==> src/rtl/sw_conditioner.sv <==
// sw_conditioner: synchronizes and debounces 12 slide switches and 2 push
// buttons for the shifter front end.
//
// Ports:
//   clk        system clock, all state on the rising edge
//   rst_n      asynchronous active-low reset
//   sw[11:0]   raw slide switches (asynchronous)
//   btn[1:0]   raw push buttons (asynchronous)
//   sw_out     conditioned switches (debounced, or held copy under SW_HOLD_EN)
//   btn_out    debounced buttons
//   btn_rise   one-cycle pulse per debounced button 0->1 edge
//   sw_changed one-cycle pulse when any debounced switch bit changes
//
// Parameters:
//   TICK_DIV   clk cycles per debounce sample tick (>= 2)
//   DB_TICKS   consecutive disagreeing ticks needed to accept a new level (>= 1)
//
// Optional feature macro: SW_HOLD_EN -- sw_out shows a snapshot of the
// debounced switches captured on each btn[1] press instead of the live value.

module sw_conditioner #(
  parameter int unsigned TICK_DIV = 100000,
  parameter int unsigned DB_TICKS = 10
) (
  input  logic        clk,
  input  logic        rst_n,
  input  logic [11:0] sw,
  input  logic [1:0]  btn,
  output logic [11:0] sw_out,
  output logic [1:0]  btn_out,
  output logic [1:0]  btn_rise,
  output logic        sw_changed
);

  localparam int unsigned NSW = 12;
  localparam int unsigned NIN = 14;
  localparam int unsigned PW  = (TICK_DIV > 1) ? $clog2(TICK_DIV) : 1;
  localparam int unsigned CW  = (DB_TICKS > 0) ? $clog2(DB_TICKS + 1) : 1;

  logic [NIN-1:0] r_sync1;
  logic [NIN-1:0] r_sync2;
  logic [NIN-1:0] r_db;
  logic [NIN-1:0] w_db_next;
  logic [PW-1:0]  r_pre;
  logic           w_tick;
  logic [CW-1:0]  r_cnt      [NIN];
  logic [CW-1:0]  w_cnt_next [NIN];
  logic [1:0]     r_btn_rise;
  logic           r_sw_changed;

  // Two-flop synchronizer; bits 11:0 are switches, 13:12 are buttons.
  always_ff @(posedge clk or negedge rst_n) begin
    if (!rst_n) begin
      r_sync1 <= '0;
      r_sync2 <= '0;
    end else begin
      r_sync1 <= {btn, sw};
      r_sync2 <= r_sync1;
    end
  end

  // Shared sample-tick prescaler.
  assign w_tick = (r_pre == PW'(TICK_DIV - 1));

  always_ff @(posedge clk or negedge rst_n) begin
    if (!rst_n) begin
      r_pre <= '0;
    end else if (w_tick) begin
      r_pre <= '0;
    end else begin
      r_pre <= r_pre + PW'(1);
    end
  end

  // Per-input stability counter: any agreeing cycle restarts the count, so a
  // glitch shorter than a tick period never accumulates.
  always_comb begin
    w_db_next = r_db;
    for (int i = 0; i < NIN; i++) begin
      w_cnt_next[i] = r_cnt[i];
      if (r_sync2[i] == r_db[i]) begin
        w_cnt_next[i] = '0;
      end else if (w_tick) begin
        if (r_cnt[i] == CW'(DB_TICKS - 1)) begin
          w_db_next[i]  = r_sync2[i];
          w_cnt_next[i] = '0;
        end else begin
          w_cnt_next[i] = r_cnt[i] + CW'(1);
        end
      end
    end
  end

  always_ff @(posedge clk or negedge rst_n) begin
    if (!rst_n) begin
      r_db <= '0;
      for (int i = 0; i < NIN; i++) begin
        r_cnt[i] <= '0;
      end
    end else begin
      r_db <= w_db_next;
      for (int i = 0; i < NIN; i++) begin
        r_cnt[i] <= w_cnt_next[i];
      end
    end
  end

  // Edge pulses are registered alongside the db update so they coincide with
  // the first cycle the new debounced level is visible.
  always_ff @(posedge clk or negedge rst_n) begin
    if (!rst_n) begin
      r_btn_rise   <= '0;
      r_sw_changed <= 1'b0;
    end else begin
      r_btn_rise   <= w_db_next[NIN-1:NSW] & ~r_db[NIN-1:NSW];
      r_sw_changed <= |(w_db_next[NSW-1:0] ^ r_db[NSW-1:0]);
    end
  end

  assign btn_out    = r_db[NIN-1:NSW];
  assign btn_rise   = r_btn_rise;
  assign sw_changed = r_sw_changed;

`ifdef SW_HOLD_EN
  logic [NSW-1:0] r_held;

  // Snapshot switches on a btn[1] press; reads the current db, so a switch
  // edge landing in the same cycle is captured with its pre-change value.
  always_ff @(posedge clk or negedge rst_n) begin
    if (!rst_n) begin
      r_held <= '0;
    end else if (r_btn_rise[1]) begin
      r_held <= r_db[NSW-1:0];
    end
  end

  assign sw_out = r_held;
`else
  assign sw_out = r_db[NSW-1:0];
`endif

endmodule

==> config.mk <==
export PLATFORM = sky130hd
export DESIGN_NAME = sw_conditioner
export DESIGN_NICKNAME = d
export VERILOG_FILES = /design/src/rtl/sw_conditioner.sv
export SDC_FILE = /design/constraint.sdc
export NUM_CORES = 1
export LEC_CHECK = 0
export CORE_ASPECT_RATIO = 0.6
export CORE_MARGIN = 3
export CORE_UTILIZATION = 60
export CTS_BUF_LIST = sky130_fd_sc_hd__clkbuf_8
export DETAILED_ROUTE_END_ITERATION = 6
export HOLD_SLACK_MARGIN = 0.05
export PLACE_DENSITY = 0.87
export SLEW_MARGIN = 25
export SYNTH_ARGS = -nofsm -noshare
export SYNTH_HDL_FRONTEND = slang
export SYNTH_SLANG_ARGS = --single-unit
==> constraint.sdc <==
create_clock -name clk -period 4.8 [get_ports clk]
set_clock_uncertainty 0.05 [all_clocks]
set_input_delay 1.2 -clock clk [delete_from_list [all_inputs] [get_ports clk]]
set_output_delay 1.2 -clock clk [all_outputs]
set_load 0.01 [all_outputs]
==> results.json <==
{
  "largest_net_degree_at_the_start_of_global_routing": 76,
  "number_of_primary_i_o_pins": 33,
  "top_layer": "met4",
  "area_contributors_post_synth": "dfrtp_1 54%, ha_1 6.6%, a21oi_1 5.3%",
  "most_common_cell_in_the_netlist": "dfrtp_1",
  "endpoint_kind": "register",
  "placement.io_buffers": 32,
  "synthesis.nets": 561,
  "share_of_synthesized_area_occupied_by_flip_flops_and_latches_pct": 53.7,
  "netlist.top_cell.by_area": "dfrtp_1",
  "htree_num_levels": 4,
  "design_power_total_mw": 2.02,
  "drt_iter0_markers": 312,
  "setup_viol": 0,
  "cts.clk_slew.worst_paths_ns": 0.07,
  "synth-edff-count": 0,
  "clock_tree_from_tritoncts": "done",
  "ff2ff_path_depth": 6,
  "tns_ns": 0,
  "met2WireLength_um": 5050,
  "clockRootBuffer": "clkbuf_8",
  "first_pass_grt_wire_length_um": 17700,
  "gr-usage-all-layers_pct": 21.9,
  "chipWidth_um": 130,
  "synth-main-ff-cell": "dfrtp_1",
  "post-route-period-util_pct": 64.2,
  "routedWlPerCell_um": 15.5,
  "synth_commonest_cells": "118 x dfrtp_1, 58 x a21oi_1, 52 x nand2_1",
  "worst_slew_margin_rel_pct": 40.6,
  "finalHoldViolations": 0,
  "proportion_of_layout_cells_with_a_drive_suffix_above_1_pct": 8.82,
  "powerDensity_nw_per_um2": 319,
  "first_global_vias": 3897,
  "timing.critical_path.from_type": "register",
  "synth.distinct_cells": 35,
  "globalplace.congestion": 0.831,
  "first_pass_drt_iterations": 5,
  "ant_nets": 0,
  "yosys_warnings": 0,
  "crit_type": "register to register",
  "met3WireLength_um": 426,
  "period_needed_ns": 3.08,
  "worstPathMaxFanout": 75,
  "status": "completed",
  "irDropWorstVdd_uv": 285,
  "stdcell_area_um2": 6330,
  "core.rowCount": 26,
  "routedLengthMet1_um": 4950,
  "clkSinkCount": 118,
  "area_after_dpl_um2": 5900,
  "die_height_um": 80.2,
  "core-area_um2": 8720,
  "synth_async_sr_flop_share_pct": 100,
  "drv_cap": 0,
  "worst_endpoint_required_time_ns": 5.11,
  "timing.fmax_ghz": 0.324,
  "start_util_pct": 63.1,
  "netlist_area_um2": 5500,
  "route.vias.total": 3919,
  "critical_path_arrival_ns": 3.39,
  "leakage_nw": 2.71,
  "grt_setup_unrepaired": "false",
  "min_delay_path_depth": 0,
  "final_max_slew_viol_count": 0,
  "syn_area_per_cell_um2": 10.7,
  "final.hold.worst_slack_ns": 0.299,
  "insertedDiodeCount": 0,
  "tritoncts.num_buffers": 17,
  "postCtsSetupRepairBufs": 0,
  "drc_errors": 0,
  "hold_class": "register to register",
  "areaGrowthSynthToFinish_pct": 15.0,
  "drt-vias-per-instance": 5.77,
  "worst_skew_pair.late_latency_ns": 0.43,
  "fp.dieArea_um2": 10400,
  "cts-hold-fix-buffers": 0,
  "clock_tree_buffer_depth": 2,
  "final_design_utilization_pct": 72.6,
  "dp_hpwl_um": 6960,
  "nNetsFinal": 600,
  "route.final.wire_length_um": 10600,
  "syn_inst": 516,
  "yosysTopAreaCellShare_pct": 53.7,
  "timing_worst_slew_pin_value_ns": 0.891,
  "globalRouteOverflowTotal": 0,
  "post_cts_resize_count": 0,
  "grt_antenna_before_repair": 0,
  "ys_ff_latch": 118
}
==> layer usage <==
metal	vias up	GRT usage [%]
met5	-	0
met4	0	8.09
met3	12	7.91
met2	87	34.4
met1	1948	28.1
li1	1872	-
==> state kept, by name, indices dropped and copies added (netlist names) <==
name,count
btn_rise,2
r_db,14
r_sync2,14
sw_changed,1
r_cnt,56
r_pre,17
r_sync1,14
==> final timing paths <==
check	slack (ns)	start	end
hold reg to reg	0.30	r_sync1[6]	r_sync2[6]
setup / recovery	1.72	r_pre[0]	r_cnt[50]
setup reg to reg	1.72	r_pre[0]	r_cnt[50]
min in group asynchronous	0.83	rst_n	r_cnt[48]
max in group asynchronous	2.98	rst_n	r_cnt[52]
hold / removal	0.30	r_sync1[6]	r_sync2[6]
==> layout by cell type (no fill, tap or decap), types with 4 or more instances in the layout <==
master,n
a21oi_1,58
and3b_1,13
buf_4,4
bufinv_16,4
clkbuf_8,19
clkdlybuf4s50_1,31
clkinv_2,5
dfrtp_1,118
ha_1,29
inv_1,30
mux2_2,13
nand2_1,52
nand3_1,19
nor2_1,8
nor2b_1,24
o21ai_0,30
or3_1,43
or4_1,15
xnor2_1,22
xor2_1,4
==> layout make-up <==
cell class	instances	area, um2
clock buffer	19	262
inverter	28	105
timing repair buffer	35	340
multi-input combinational	355	2370
sequential	118	2950
clock inverter	12	160
tap	112	140
fill	622	2390
==> where the power goes <==
part           switching (mW)  internal (mW)
clock network           0.383          0.582
logic                  0.0291         0.0156
registers             0.00603           1.01
total                   0.418           1.60
==> kinds of logic after synthesis <==
| logic type | synth area share, % |
|---|---|
| simple gates | 21.2 |
| flops | 53.7 |
| compound gates | 8.26 |
| buf+inv | 3.32 |
| fa+ha+maj | 6.60 |
| xor+xnor | 4.14 |
| mux | 2.84 |
==> critical path: stages (launching register included) <==
cell      delay, ns
dfrtp_1        0.40
ha_1           0.23
and4_1         0.40
nand4b_4       0.71
buf_4          0.53
or4_1          0.50
a21oi_1        0.16
==> stage by stage <==
stage / worst slack (ns) / std cells
2_1_floorplan: 2.88 / 516
3_5_place_dp: 1.73 / 648
4_1_cts: 1.73 / 679
6_report: 1.72 / 679
5_1_grt: 1.47 / 679
3_3_place_gp: 1.95 / 648
Note: power is estimated with default switching activity, not from simulation.
